$ cat src/rtl/decode_stage_pkg.sv
// decode_stage_pkg: shared opcode, control-code and bundle definitions for the decode stage
package decode_stage_pkg;
  localparam logic [6:0] OP_LUI    = 7'b0110111;
  localparam logic [6:0] OP_AUIPC  = 7'b0010111;
  localparam logic [6:0] OP_JAL    = 7'b1101111;
  localparam logic [6:0] OP_JALR   = 7'b1100111;
  localparam logic [6:0] OP_BRANCH = 7'b1100011;
  localparam logic [6:0] OP_LOAD   = 7'b0000011;
  localparam logic [6:0] OP_STORE  = 7'b0100011;
  localparam logic [6:0] OP_IMM    = 7'b0010011;
  localparam logic [6:0] OP_REG    = 7'b0110011;
  localparam logic [2:0] RW_NONE   = 3'd0;
  localparam logic [2:0] RW_LW     = 3'd3;
  localparam logic [2:0] NOBRANCH  = 3'd0;
  localparam logic [3:0] ALU_ADD   = 4'd0;
  localparam logic [3:0] ALU_LUI   = 4'd9;
  localparam logic [4:0] ALU_MUL   = 5'b10000;
  typedef enum logic [2:0] {IMM_R, IMM_I, IMM_S, IMM_B, IMM_U, IMM_J} imm_t;
  typedef struct packed {
    logic [31:0] imm;
    logic [4:0]  rs1;
    logic [4:0]  rs2;
    logic [4:0]  rd;
    logic        jal;
    logic        jalr;
    logic [2:0]  reg_write;
    logic        mem_to_reg;
    logic [3:0]  mem_write;
    logic        load_npc;
    logic [1:0]  reg_read;
    logic [2:0]  branch_type;
    logic        alu_src1;
    logic [1:0]  alu_src2;
    imm_t        imm_type;
    logic        is_muldiv;
    logic        illegal;
  } dec_t;
endpackage

$ cat src/rtl/decode_comb.sv
// decode_comb: combinational RV32I(+M) instruction decoder with immediate extraction and illegal detection
module decode_comb
  import decode_stage_pkg::*;
#(
  parameter int ENABLE_M = 0,
  parameter int ALU_W    = 4
) (
  input  logic [31:0]      instr,
  output dec_t             d,
  output logic [ALU_W-1:0] alu_ctrl
);
  logic [6:0] op, fn7;
  logic [2:0] fn3;
  logic is_lui, is_auipc, is_jal, is_jalr, is_br, is_ld, is_st, is_imm, is_reg;
  logic is_m, sh_imm, sub_sra, known, bad, wr;
  imm_t it;
  assign op       = instr[6:0];
  assign fn3      = instr[14:12];
  assign fn7      = instr[31:25];
  assign is_lui   = op == OP_LUI;
  assign is_auipc = op == OP_AUIPC;
  assign is_jal   = op == OP_JAL;
  assign is_jalr  = op == OP_JALR;
  assign is_br    = op == OP_BRANCH;
  assign is_ld    = op == OP_LOAD;
  assign is_st    = op == OP_STORE;
  assign is_imm   = op == OP_IMM;
  assign is_reg   = op == OP_REG;
  assign is_m     = (ENABLE_M != 0) && is_reg && fn7 == 7'h01;
  assign sh_imm   = is_imm && fn3[1:0] == 2'b01;
  assign sub_sra  = (is_reg || (sh_imm && fn3[2])) && fn7 == 7'h20;
  assign known    = is_lui | is_auipc | is_jal | is_jalr | is_br | is_ld | is_st | is_imm | is_reg;
  assign wr       = is_lui | is_auipc | is_jal | is_jalr | is_ld | is_imm | is_reg;
  assign bad = !known
    || (is_ld && (fn3 == 3'b011 || fn3[2:1] == 2'b11))
    || (is_st && fn3 > 3'b010)
    || (is_br && fn3[2:1] == 2'b01)
    || (is_reg && !(fn7 == 7'h00 || fn7 == 7'h20 || is_m))
    || (is_reg && fn7 == 7'h20 && !(fn3 == 3'b000 || fn3 == 3'b101))
    || (is_imm && fn3 == 3'b001 && fn7 != 7'h00)
    || (is_imm && fn3 == 3'b101 && !(fn7 == 7'h00 || fn7 == 7'h20));
  assign it = (is_lui | is_auipc) ? IMM_U : is_jal ? IMM_J : is_br ? IMM_B : is_st ? IMM_S :
              (is_jalr | is_ld | is_imm) ? IMM_I : IMM_R;
  always_comb begin
    d             = '0;
    d.imm         = it == IMM_I ? {{20{instr[31]}}, instr[31:20]} :
                    it == IMM_S ? {{20{instr[31]}}, instr[31:25], instr[11:7]} :
                    it == IMM_B ? {{19{instr[31]}}, instr[31], instr[7], instr[30:25], instr[11:8], 1'b0} :
                    it == IMM_U ? {instr[31:12], 12'b0} :
                    it == IMM_J ? {{11{instr[31]}}, instr[31], instr[19:12], instr[20], instr[30:21], 1'b0} : 32'd0;
    d.rs1         = instr[19:15];
    d.rs2         = instr[24:20];
    d.rd          = instr[11:7];
    d.jal         = is_jal & !bad;
    d.jalr        = is_jalr & !bad;
    d.load_npc    = (is_jal | is_jalr) & !bad;
    d.reg_write   = (bad || !wr || instr[11:7] == 5'd0) ? RW_NONE : is_ld ? fn3 + 3'd1 : RW_LW;
    d.mem_to_reg  = is_ld;
    d.mem_write   = (bad || !is_st) ? 4'b0000 : fn3 == 3'b000 ? 4'b0001 : fn3 == 3'b001 ? 4'b0011 : 4'b1111;
    d.reg_read    = {is_reg | is_imm | is_ld | is_st | is_br | is_jalr, is_reg | is_st | is_br};
    d.branch_type = (is_br && !bad) ? fn3 - 3'd2 : NOBRANCH;
    d.alu_src1    = is_auipc;
    d.alu_src2    = sh_imm ? 2'b01 : (is_reg | is_br) ? 2'b00 : 2'b10;
    d.imm_type    = it;
    d.is_muldiv   = is_m & !bad;
    d.illegal     = bad;
    alu_ctrl      = is_m ? ALU_W'({2'b10, fn3}) : sub_sra ? ALU_W'({2'b01, fn3}) : is_lui ? ALU_W'(ALU_LUI) :
                    (is_reg | is_imm) ? ALU_W'(fn3) : ALU_W'(ALU_ADD);
  end
endmodule

$ cat src/rtl/decode_stage.sv
// decode_stage: registered decode stage with main/skid entries, valid/ready handshake and sequence tagging
module decode_stage
  import decode_stage_pkg::*;
#(
  parameter int ENABLE_M = 0,
  parameter int SEQ_W    = 8,
  localparam int ALU_W   = (ENABLE_M != 0) ? 5 : 4
) (
  input  logic             clk,
  input  logic             rst,
  input  logic             flush,
  input  logic             in_valid,
  output logic             in_ready,
  input  logic [31:0]      instr,
  input  logic [31:0]      pc,
  output logic             out_valid,
  input  logic             out_ready,
  output logic [31:0]      pc_o,
  output logic [31:0]      imm_o,
  output logic [4:0]       rs1,
  output logic [4:0]       rs2,
  output logic [4:0]       rd,
  output logic             jal,
  output logic             jalr,
  output logic [2:0]       reg_write,
  output logic             mem_to_reg,
  output logic [3:0]       mem_write,
  output logic             load_npc,
  output logic [1:0]       reg_read,
  output logic [2:0]       branch_type,
  output logic [ALU_W-1:0] alu_ctrl,
  output logic             alu_src1,
  output logic [1:0]       alu_src2,
  output logic [2:0]       imm_type,
  output logic             is_muldiv,
  output logic             illegal,
  output logic [SEQ_W-1:0] seq_id
);
  typedef struct packed {
    dec_t             d;
    logic [ALU_W-1:0] alu;
    logic [31:0]      pc;
    logic [SEQ_W-1:0] seq;
  } ent_t;
  dec_t dec;
  logic [ALU_W-1:0] alu;
  ent_t main_q, skid_q, new_e;
  logic main_v, skid_v, acc;
  logic [SEQ_W-1:0] seq_q;
  decode_comb #(.ENABLE_M(ENABLE_M), .ALU_W(ALU_W)) u_dec (.instr(instr), .d(dec), .alu_ctrl(alu));
  assign new_e    = {dec, alu, pc, seq_q};
  assign in_ready = !skid_v;
  assign acc      = in_valid & in_ready & !flush;
  always_ff @(posedge clk) begin
    if (rst) begin
      main_v <= 1'b0;
      skid_v <= 1'b0;
      main_q <= '0;
      skid_q <= '0;
      seq_q  <= '0;
    end else begin
      if (acc) seq_q <= seq_q + 1'b1;
      if (flush) begin
        main_v <= 1'b0;
        skid_v <= 1'b0;
      end else if (!main_v || out_ready) begin
        main_v <= skid_v | acc;
        skid_v <= 1'b0;
        if (skid_v) main_q <= skid_q;
        else if (acc) main_q <= new_e;
      end else if (acc) begin
        skid_q <= new_e;
        skid_v <= 1'b1;
      end
    end
  end
  assign out_valid   = main_v;
  assign pc_o        = main_q.pc;
  assign seq_id      = main_q.seq;
  assign alu_ctrl    = main_q.alu;
  assign imm_o       = main_q.d.imm;
  assign rs1         = main_q.d.rs1;
  assign rs2         = main_q.d.rs2;
  assign rd          = main_q.d.rd;
  assign jal         = main_q.d.jal;
  assign jalr        = main_q.d.jalr;
  assign reg_write   = main_q.d.reg_write;
  assign mem_to_reg  = main_q.d.mem_to_reg;
  assign mem_write   = main_q.d.mem_write;
  assign load_npc    = main_q.d.load_npc;
  assign reg_read    = main_q.d.reg_read;
  assign branch_type = main_q.d.branch_type;
  assign alu_src1    = main_q.d.alu_src1;
  assign alu_src2    = main_q.d.alu_src2;
  assign imm_type    = main_q.d.imm_type;
  assign is_muldiv   = main_q.d.is_muldiv;
  assign illegal     = main_q.d.illegal;
endmodule

$ cat config.mk
export PLATFORM = sky130hd
export DESIGN_NAME = decode_stage
export DESIGN_NICKNAME = d
export VERILOG_FILES = /design/src/rtl/decode_stage_pkg.sv /design/src/rtl/decode_comb.sv /design/src/rtl/decode_stage.sv
export SDC_FILE = /design/constraint.sdc
export NUM_CORES = 1
export LEC_CHECK = 0
export CAP_MARGIN = 10
export CORE_MARGIN = 4
export CORE_UTILIZATION = 48
export CTS_CLUSTER_DIAMETER = 80
export DETAILED_ROUTE_END_ITERATION = 12
export GPL_ROUTABILITY_DRIVEN = 0
export PLACE_DENSITY = 0.76
export SYNTH_ARGS = -nofsm -noshare
export SYNTH_HDL_FRONTEND = slang
export SYNTH_HIERARCHICAL = 1
export SYNTH_SLANG_ARGS = --single-unit
$ cat constraint.sdc
create_clock -name clk -period 1.9 [get_ports clk]
set_input_delay 0.19 -clock clk [delete_from_list [all_inputs] [get_ports clk]]
set_output_delay 0.19 -clock clk [all_outputs]
set_load 0.02 [all_outputs]
* Yosys cells after proc, flatten, opt, wreduce, memory -nomap -nowiden
Cells that the tools add are included.
** Word-level totals
- Register bits after elaboration :: 239
- Input port bits :: 69
- Output and inout port bits :: 117
- Word-level logic and storage cells :: 167
** Cells by class
- $add $sub $neg :: 3
- Order comparisons :: 1
- Equality and inequality tests :: 21
- Multiplexer cells :: 23
- Bitwise operators :: 30
- Reductions and logical operators :: 47
** Operators with widths (count)
- $mux W115 :: 2
- $mux W32 :: 5
- $eq A7 B6 Y1 const B :: 4
- $mux W3 :: 8
- $or A1 B1 Y1 :: 23
- $eq A7 B7 Y1 const B :: 3
- $mux W4 :: 5
- $logic_or A1 B1 Y1 :: 15
- $eq A7 B5 Y1 const B :: 2
- $logic_and A1 B1 Y1 :: 14
- $eq A3 B2 Y1 const B :: 3
- $eq A3 B3 Y1 const B :: 3
- $logic_not A1 Y1 :: 9
- $add A8 B1 Y8 const B :: 1
- $eq A7 B2 Y1 const B :: 1
- $logic_not A7 Y1 :: 1
- $reduce_bool A7 Y1 :: 1
- $eq A3 B1 Y1 const B :: 2
- $reduce_and A3 Y1 :: 2
- $and A1 B1 Y1 :: 5
- $logic_not A5 Y1 :: 1
- $eq A2 B1 Y1 const B :: 2
- $mux W2 :: 2
- $add A3 B1 Y3 const B :: 1
- 9 further kinds :: 10

* Logic depth before layout (Yosys ltp)
Gate-level depths: netlist (run 1).
- Depth in word-level cells :: 22
- Mapped depth :: 11
- Depth with buffers taken out :: 9

* By module
Netlist (run 1), hierarchy kept.
** By module, submodules not included
- decode_stage :: instances 1, cells an instance 1103, area an instance 9930.8 sq um, sequential area each 4804.6 sq um
- decode_comb :: instances 1, cells an instance 177, area an instance 1199.9 sq um, sequential area each 0.0 sq um

* Worst setup path before layout (run 1)
Ideal clock, no wire load.
- Path type :: input-to-reg
- Start point :: input instr[14]
- End point :: register main_q (netlist bit mem_write[3])
- Setup time :: 86 ps
- Data arrival time :: 1837 ps
- Data required time :: 1814 ps
- Path slack :: -22 ps
- Cell stages on the path :: 11
- Buffers on the path :: 2
- Cell sequence :: clkbuf_1 -> inv_1 -> ha_1 -> inv_1 -> o32ai_2 -> nand2_2 -> nand3_1 -> nor4_1 -> buf_4 -> mux2i_1 -> a211oi_1
** RTL lines
- from (decl) :: line decode_stage.sv:14 : input logic [31:0] instr,
- to (signal assigned) :: line decode_stage.sv:69 : if (skid_v) main_q <= skid_q;
- to (signal assigned) :: line decode_stage.sv:70 : else if (acc) main_q <= new_e;
- to (decl) :: line decode_stage.sv:47 : ent_t main_q, skid_q, new_e;

==> summary.txt, run 1 <==
Run status
  • Status: completed

Power
  • Leak: roughly 5 nW
  • Pwr Total: 12.16 mW
  • Worst vdd ir: 0.0006889 V
  • PD cells: 826.6 mW/mm²

Setup path
  • Slowest-stage cell, CP: or4_4
  • Startpoint Class: input port
  • CP peak stage delay: 0.52 ns
  • Cells along the critical path: clkdlybuf4s50_1 -> buf_4 -> or4_4 -> o32ai_2 -> nand2_2 -> nand4_2 -> buf_4 -> buf_4 -> mux2i_1 -> a211oi_1
  • WP data arrival: 2.26 ns
  • Setup crit end kind: flip-flop
  • FF-to-FF Start: skid_v
  • Worst reg-to-reg path cell count: 4
  • FF-to-FF End: skid_q[34]
  • CP dominant cell by count: buf_4
  • R2R Setup Slk: 0.22 ns
  • CP Max Fanout: 8
  • Worst EP required: 2.33 ns
  • Worst path buffer plus inverter count: 4
  • Delay-heaviest family, CP: buffers and inverters
  • Setup Crit Path Kind: in -> reg

Placed design
  • Hpwl dp: 21040 µm
  • IO Port Bufs: 185

Min path
  • Worst Hold Class: in -> reg
  • Worst Hold Path EP: skid_q[3]
  • Hold Crit Start: rst
  • Hold path cells: 2

Route
  • Iteration-0 DRC Markers: 874
  • DRC Markers: 0
  • Per-cell routed wire length: 18.98 µm
  • Via count: 10421
  • Routed wire length: 33050 µm
  • Final ANT Viol Nets: 0
  • First-pass detailed-route iteration total: 5
  • Vias/cell: around 6

Timing
  • Slew headroom: 0.5785
  • Post-route minimum period: between 1.5 and 2 ns
  • Crit share post-route: 0.9663
  • # setup viols final: 0
  • Hold Vio Cnt, Final: 0
  • Worst Tran Pin Value: 0.6322 ns
  • Fmax: 544.7 MHz
  • Max Slew Vio Count: 0
  • Setup_tns: 0 ns
  • Fin Clk Skew: a little under 0.007 ns

Logic synthesis
  • Most used flip-flop cell after synthesis: dfxtp_1
  • Syn Std Cell Area: 0.01113 mm²
  • FF+latch count, synth: 240
  • Number of synthesis warnings: 6
  • Synth cell types: 55
  • Ys async rst share: 0
  • Syn_area_per_cell: slightly below 9 µm²
  • Post-synthesis sequential area ratio: 0.4317
  • Mapped Nets: ~1400
  • Gate Count Post-Synth: around 1300
  • Number of flops mapped to enable cells by yosys: 0

Finish
  • Layout area overhead: 32.19%
  • Max reg flops: 115
  • Reg with most FFs: skid_q
  • Finished Core Util: 0.6479
  • Nets: 1513
  • Layout cells sized above 1: 0.1229
  • Antenna cell count: 0

GRT
  • Antenna violations before repair: 0
  • Global-route wire length before repair: 53000 µm
  • Vias in the first global route: around 10000
  • Overflow after GRT: 0
  • Largest net degree at the start of global routing: 85
  • Tot GR Track Use: 0.2442

CTS
  • Root Buffer: clkbuf_16
  • Clk slew on worst S/H paths: 0.06 ns
  • Clock Latency Late Sink: 0.52 ns
  • H-tree Lvls: 1
  • CTS tree: built
  • Clock sink total: 240
  • Clock buffer depth: 3
  • CTS buffer count: 26

Floorplanning
  • Core ar.: approximately 0.023 mm²
  • Ports: 186
  • Cell Rows: 55
  • Die X: 160.3 µm
  • Die Height: 160.3 µm
  • Starting density of the core: 0.4901
  • Die area: 0.02569 mm²

Flow run
  • Maxcap violations: 0
-- worst max-delay path by stage --
stage | endpoint | depth (start not counted) | slack (ns) | from
global placement | reg_write[0] | 10 | -0.51 | instr[13]
global route | illegal | 10 | -0.01 | instr[1]
detailed placement | mem_write[1] | 11 | -0.57 | instr[13]
floorplan | mem_write[3] | 9 | 0.04 | instr[2]
finish | illegal | 10 | 0.06 | instr[5]
CTS | reg_write[0] | 9 | -0.03 | instr[31]
-- cell usage after synthesis (all sizes together), types with 4 or more instances --
library cell,n,area share
o21ai,128,0.058
inv,12,0.0040
a21o,19,0.013
buf,71,0.037
or4,5,0.0037
o31ai,4,0.0027
nor2b,7,0.0042
nand2,20,0.0072
nor3,6,0.0036
mux2i,117,0.11
nand3,121,0.054
ha,7,0.0079
dfxtp,240,0.43
nand4,4,0.0028
and2,14,0.0079
nor2,16,0.0054
clkbuf,92,0.031
a211oi,116,0.078
a21oi,239,0.11
nor4,7,0.0045
-- metal layers --
layer | track usage | up-vias | part of all wire
li1 | - | 5008 | -
met3 | 0.04903 | 65 | 0.063
met4 | 0.07587 | 0 | 0.029
met5 | 0 | - | 0
met2 | 0.4033 | 344 | 0.48
met1 | 0.3233 | 5004 | 0.43
-- placed cells by master (no fill, tap or decap), types with 10 or more instances in the layout --
master             n
nand2_1           18
nor2_1            14
a211oi_1         116
dlymetal6s2s_1    10
mux2i_1          117
clkbuf_16         27
nand3_1          120
clkdlybuf4s50_1  173
buf_12            23
dfxtp_1          239
buf_4             83
a21o_1            19
o21ai_0          127
a21oi_1          239
and2_1            14
inv_1             11
-- area by class of cell --
class                      instances  area [µm²]
fill                            1862        7995
clock inverter                     9       125.1
inverter                          12       45.04
sequential                       240        4808
timing repair buffer             292        2988
multi-input combinational        865        5644
tap                              285       356.6
clock buffer                      38       747.0
-- per-stage QoR --
stage / setup slack (ns) / cell area, µm² / hold WS [ns] / cells
after floorplan: 0.04022 / 11140 / 0.2685 / 1280
after global placement: -0.5144 / 13700 / 0.4593 / 1691
after detailed placement: -0.5721 / 13700 / 0.4657 / 1691
after CTS: -0.02888 / 14600 / 0.08560 / 1738
after global routing: -0.01071 / 14710 / 0.1177 / 1741
final: 0.06411 / 14710 / 0.1045 / 1741
-- logic make-up after synthesis --
| family | synth area share |
|---|---|
| and+or+nand+nor | 0.1087 |
| buffers and inverters | 0.07250 |
| AOI/OAI and AO/OA | 0.2701 |
| muxes | 0.1072 |
| DFF | 0.4317 |
| adders and majority gates | 0.007868 |
| other | 0.0003369 |
| xor gates and xnor gates | 0.001574 |
-- where the power goes --
group	internal (mW)	switching (mW)
logic	0.765	0.943
registers	5.21	0.101
clock network	3.13	2.02
total	9.10	3.07
-- what timing repair did --
item,in CTS,in global routing
hold endpoints to repair,0,0
setup buffers,0,3
hold buffers,0,0
gates resized for setup,4,24
setup endpoints to repair,5,38
pin swaps,1,13
Note: power is estimated with default switching activity, not from simulation.
==> inputs of run 2 (changes only) <==
==> constraint.sdc (replaced) <==
create_clock -name clk -period 1.6 [get_ports clk]
set_input_delay 0.16 -clock clk [delete_from_list [all_inputs] [get_ports clk]]
set_output_delay 0.16 -clock clk [all_outputs]
set_load 0.02 [all_outputs]
==> summary.txt, run 2 (synthesized netlist as in run 1, its figures left out) <==
Run status
  • Status: finished, violations left
  • Failing checks: negative setup slack

Route
  • First-pass detailed-route iteration total: 5
  • Iteration-0 DRC Markers: approximately 960
  • DRC Markers: 0
  • Via count: 10715
  • Per-cell routed wire length: around 20 µm
  • Vias/cell: 6.026
  • Routed wire length: 34610 µm
  • Final ANT Viol Nets: 0

Setup path
  • Setup Crit Path Kind: reg -> reg
  • CP Max Fanout: 5
  • Startpoint Class: flip-flop
  • Setup crit end kind: flip-flop
  • Worst EP required: 2.06 ns
  • R2R Setup Slk: -0.003 ns
  • Worst reg-to-reg path cell count: 4
  • WP data arrival: approximately 2.1 ns

Timing
  • Fin Clk Skew: about 0.013 ns
  • Crit share post-route: 1.002
  • Slew headroom: 0.5604
  • Fmax: ~620 MHz
  • Max Slew Vio Count: 0
  • Worst Tran Pin Value: about 0.65 ns
  • RSZ-0062 raised after global routing: true
  • Final Worst Setup Slack: -0.002956 ns
  • # setup viols final: 1
  • Hold Vio Cnt, Final: 0
  • Post-route minimum period: 1.603 ns
  • Setup_tns: -0.002956 ns

GRT
  • Global-route wire length before repair: 54580 µm
  • Largest net degree at the start of global routing: 78
  • Antenna violations before repair: 4
  • Vias in the first global route: a little over 10000
  • Tot GR Track Use: 0.2520
  • Overflow after GRT: 0

Floorplanning
  • Ports: 186
  • Die Height: approximately 160 µm
  • Cell Rows: between 50 and 60
  • Core ar.: 0.02271 mm²
  • Die area: approximately 0.026 mm²
  • Die X: 160.3 µm
  • Starting density of the core: 0.4901

Power
  • Sw power: 3.720 mW
  • Clock power frac: 0.436
  • Gate power share: 0.136
  • Pwr Total: 14.71 mW
  • Worst vdd ir: around 0.00079 V
  • Leak: around 5.7 nW
  • PD cells: 978.5 mW/mm²
  • Seq pwr share: 0.429
  • Net Sw Frac: 0.2530
  • P_int: 10.99 mW

CTS
  • CTS tree: built
  • Root Buffer: clkbuf_16
  • H-tree Lvls: 1
  • Clk slew on worst S/H paths: 0.06 ns
  • CTS buffer count: 26
  • Clock buffer depth: 3
  • Clock sink total: 240
  • Clock Latency Late Sink: 0.54 ns
  • CTS Hold Buffers Added: 0

Finish
  • Layout Cells excl Fill: about 1800
  • Final instance area: between 0.015 and 0.02 mm²
  • Layout area overhead: 35.03%
  • Reg with most FFs: skid_q
  • Nets: 1549
  • Fillers: 1898
  • Multi-input combinational cell area: 0.005741 mm²
  • Layout cells sized above 1: 0.1595
  • Max reg flops: 115
  • Register Area: 0.004808 mm²
  • Most common cell after layout, fill and taps aside: dfxtp_1
  • Finished Core Util: 0.6618
  • Most frequent cells in the layout: 239 x dfxtp_1, 237 x a21oi_1, 124 x dlygate4sd2_1, 123 x o21ai_0, 120 x nand3_1

Placed design
  • Hpwl dp: 22610 µm
  • Placed instance area: about 0.014 mm²
  • IO Port Bufs: 185
  • Inst Count DP: 1723

Min path
  • Worst Hold Class: in -> reg
  • Hold path cells: 2

Flow run
  • Maxcap violations: 0
==> run 2: routing by layer <==
metal | GRT usage | wire (µm)
met1 | 0.3495 | 15180
met2 | 0.3919 | 15560
met3 | 0.06219 | 2957
met4 | 0.07157 | 862
met5 | 0 | 42
==> run 2: power groups by stage <==
stage	combinational (mW)	sequential, mW	clock [mW]
detailed placement	2.07	6.44	0
CTS	1.97	6.30	6.51
global placement	2.05	6.43	0
floorplan	0.798	6.64	0
finish	1.99	6.30	6.41
global route	2.13	6.32	6.76
==> run 2: layout make-up <==
cell class	count	area share
diodes	1	0.0001665
clock buffers	40	0.05428
clock inverters	7	0.007326
inverters	12	0.002997
multi-input cells	865	0.3820
flip-flops and latches	240	0.3199
well taps	285	0.02373
repair buffers	328	0.2096
==> run 2: worst paths after layout <==
check / from / endpoint
max: skid_v / seq_q[3]
min: rst / skid_q[82]
max reg2reg: skid_v / seq_q[3]
min reg2reg: skid_q[104] / skid_q[104]
==> run 2: metrics by stage <==
step                setup WS (ns)  hold slack, ns
finish                  -0.002956         0.02710
CTS                      0.001150         0.02349
detailed placement        -0.8322          0.4660
global placement          -0.7998          0.4591
floorplan                -0.08071          0.2385
global route             -0.05309         0.03833
==> run 2: what timing repair did <==
| item | CTS | global route |
|---|---|---|
| gates cloned | 0 | 1 |
| setup buffers | 4 | 2 |
| gates resized for setup | 148 | 44 |
| hold endpoints to repair | 0 | 0 |
| pin swaps | 9 | 12 |
| setup endpoints to repair | 206 | 35 |
==> run 2: critical path, cell delays in order, from the launching register on <==
cell and delay, ns:
dfxtp_4 0.34, or3b_4 0.44, buf_6 0.14, or4_4 0.47, a21oi_2 0.14
==> inputs of run 3 (changes only) <==
--- a/config.mk
+++ b/config.mk
@@ -7,12 +7,12 @@
 export LEC_CHECK = 0
 export CAP_MARGIN = 10
 export CORE_MARGIN = 4
-export CORE_UTILIZATION = 48
+export CORE_UTILIZATION = 47
 export CTS_CLUSTER_DIAMETER = 80
 export DETAILED_ROUTE_END_ITERATION = 12
 export GPL_ROUTABILITY_DRIVEN = 0
 export PLACE_DENSITY = 0.76
 export SYNTH_ARGS = -nofsm -noshare
 export SYNTH_HDL_FRONTEND = slang
-export SYNTH_HIERARCHICAL = 1
 export SYNTH_SLANG_ARGS = --single-unit
+export TNS_END_PERCENT = 1
==> summary.txt, run 3 <==
Floorplanning
  • Die X: 154.0 µm
  • Core ar.: approximately 0.021 mm²
  • Starting density of the core: 0.4778
  • Cell Rows: 53
  • Ports: 186
  • Die Height: 154.0 µm
  • Die area: 0.02370 mm²

Logic synthesis
  • Main combinational cell family by area after synthesis: compound AO/OA/AOI/OAI gates
  • Ranking of synthesized cells by area: dfxtp_1 47%, a21oi_1 6.9%, nand2_1 6.9%
  • Post-Synth Simple-Gate Area: 0.1835
  • Syn Std Cell Area: 0.01001 mm²
  • Cell with the most instances after synthesis: dfxtp_1
  • Adder-Cell Fraction of Synth Area: 0.008748
  • FF+latch count, synth: 236
  • Number of synthesis warnings: 0
  • XOR/XNOR share of the synthesized area: 0.006998
  • Complex-gate fraction of the synthesized area: 0.2154
  • Number of flops mapped to enable cells by yosys: 0
  • Syn_area_per_cell: 8.521 µm²
  • Yosys top cell area share: 0.4719
  • Post-synth top cells: 236 x dfxtp_1, 185 x nand2_1, 139 x a21oi_1
  • Most used flip-flop cell after synthesis: dfxtp_1
  • Mux cell area share after synthesis: 0.06098
  • Synth cell types: 66
  • Gate Count Post-Synth: 1175
  • Post-synthesis sequential area ratio: 0.4719
  • Mapped Nets: 1251
  • Synth area leader: dfxtp_1
  • Ys async rst share: 0

Timing
  • Fin Clk Skew: 0.01477 ns
  • Worst Tran Pin Value: 0.7607 ns
  • Max Slew Vio Count: 0
  • RSZ-0062 raised after global routing: true
  • Final Worst Setup Slack: -0.06980 ns
  • Worst hold slack: approximately 0.064 ns
  • Slew headroom: 0.4929
  • # setup viols final: 38
  • Hold Vio Cnt, Final: 0
  • Post-route minimum period: 1.670 ns
  • Fmax: 598.9 MHz
  • Crit share post-route: 1.044

Setup path
  • Worst reg-to-reg path cell count: 6
  • WP data arrival: 2.06 ns
  • Setup Crit Path Kind: reg -> reg
  • FF-to-FF End: imm_o[13]
  • R2R Setup Slk: -0.07 ns
  • Startpoint Class: flip-flop
  • CP Max Fanout: 19
  • Setup crit end kind: flip-flop
  • Worst EP required: ~2 ns
  • FF-to-FF Start: out_valid

Power
  • Sw power: 3.496 mW
  • Clock power frac: 0.445
  • P_int: 10.68 mW
  • Seq pwr share: 0.435
  • Net Sw Frac: 0.2466
  • Leak: 5.453 nW
  • PD cells: around 1000 mW/mm²
  • Worst vdd ir: 0.0007172 V
  • Gate power share: 0.120

Placed design
  • Hpwl dp: about 20000 µm
  • DP Worst Slack: -0.6647 ns
  • IO Port Bufs: 184
  • Placed instance area: approximately 0.013 mm²

Min path
  • Worst Hold Path EP: skid_q[42]
  • Hold Crit Start: instr[14]
  • Hold path cells: 3
  • Worst Hold Class: in -> reg

Flow run
  • Maxcap violations: 0

Finish
  • Most frequent cells in the layout: 234 x dfxtp_1, 182 x nand2_1, 134 x a21oi_1, 115 x dlygate4sd2_1, 112 x buf_4
  • Nets: 1496
  • Layout area overhead: 39.53%
  • Fillers: 1707
  • Most common cell after layout, fill and taps aside: dfxtp_1
  • Antenna cell count: 0
  • Layout cells sized above 1: 0.1692
  • Reg with most FFs: skid_q
  • Max reg flops: 113
  • Final instance area: 0.01397 mm²

CTS
  • CTS tree: built
  • Clock buffer depth: 3
  • H-tree Lvls: 1
  • Clk slew on worst S/H paths: 0.06 ns
  • CTS buffer count: 25
  • Clock Latency Late Sink: 0.54 ns
  • Root Buffer: clkbuf_16
  • Clock sink total: 236

GRT
  • Global-route wire length before repair: 48150 µm
  • Overflow after GRT: 0
  • Antenna violations before repair: 1
  • Vias in the first global route: 9181
  • Tot GR Track Use: 0.2414
  • Largest net degree at the start of global routing: 108

Route
  • Per-cell routed wire length: 17.96 µm
  • Vias/cell: 5.752
  • Iteration-0 DRC Markers: approximately 730
  • Final ANT Viol Nets: 0
  • DRC Markers: 0
  • First-pass detailed-route iteration total: 7
  • Via count: 9842
  • Routed wire length: about 30000 µm

Run status
  • Failing checks: negative setup slack
  • Status: finished, violations left
run 3: cells by family after synthesis:
family,Yosys count
and+or+nand+nor,402
AOI/OAI and AO/OA,347
DFF,236
buffers and inverters,113
muxes,61
xor gates and xnor gates,8
adders and majority gates,7
other,1
run 3: layout make-up:
cell class	count	area (µm²)	area share
Clock inverter	11	209.0	0.01496
Sequential cell	236	4730	0.3386
Multi-Input combinational cell	826	4987	0.3570
Inverter	8	30.03	0.002150
Clock buffer	32	691.9	0.04953
Tap cell	275	344.1	0.02463
Timing Repair Buffer	323	2978	0.2132
run 3: power by group through the flow:
stage | clock (mW) | sequential (mW) | combinational (mW)
after floorplan | 0 | 6.49 | 0.616
after global placement | 0 | 6.30 | 1.69
after detailed placement | 0 | 6.31 | 1.71
after CTS | 6.42 | 6.17 | 1.63
after global routing | 6.67 | 6.19 | 1.82
final | 6.30 | 6.17 | 1.70
run 3: worst max path at each step:
stage | start | end | slack, ns
6_report | out_valid | imm_o[13] | -0.07
3_5_place_dp | instr[2] | imm_o[7] | -0.66
2_1_floorplan | out_valid | imm_o[3] | -0.07
5_1_grt | skid_v | imm_o[13] | -0.15
4_1_cts | out_valid | imm_o[3] | -0.10
3_3_place_gp | instr[6] | imm_o[29] | -0.67
run 3: stage by stage:
step	total power [mW]	util	TNS, ns	instances
after detailed placement	8.018	0.6139	-90.41	1662
after floorplan	7.107	-	-5.246	1175
after global placement	7.992	0.6139	-84.30	1662
final	14.18	0.6666	-1.483	1711
after global routing	14.69	0.6666	-5.696	1711
after CTS	14.22	0.6535	-0.7434	1707
run 3: worst max-delay path, cell delays in order (launching register included):
cell	delay, ns
dfxtp_2	0.32
nor2b_4	0.12
or3_4	0.44
buf_4	0.16
nor3_4	0.19
buf_12	0.18
a221oi_1	0.10
run 3: per-layer routing:
metal	vias to the layer above	track usage	routed length (µm)
li1	4681	-	-
met1	4607	0.3313	13180
met2	483	0.3873	13980
met3	69	0.05263	2826
met4	2	0.06308	719
met5	-	0	19
run 3: repair_timing:
| action | 4_1_cts | 5_1_grt |
|---|---|---|
| buffers inserted | 1 | 3 |
| hold buffers | 1 | 0 |
| endpoints found under the setup margin | 258 | 179 |
| gates cloned | 0 | 1 |
| gates resized for setup | 132 | 54 |
| pin swaps | 9 | 23 |
| hold endpoints to repair | 1 | 0 |
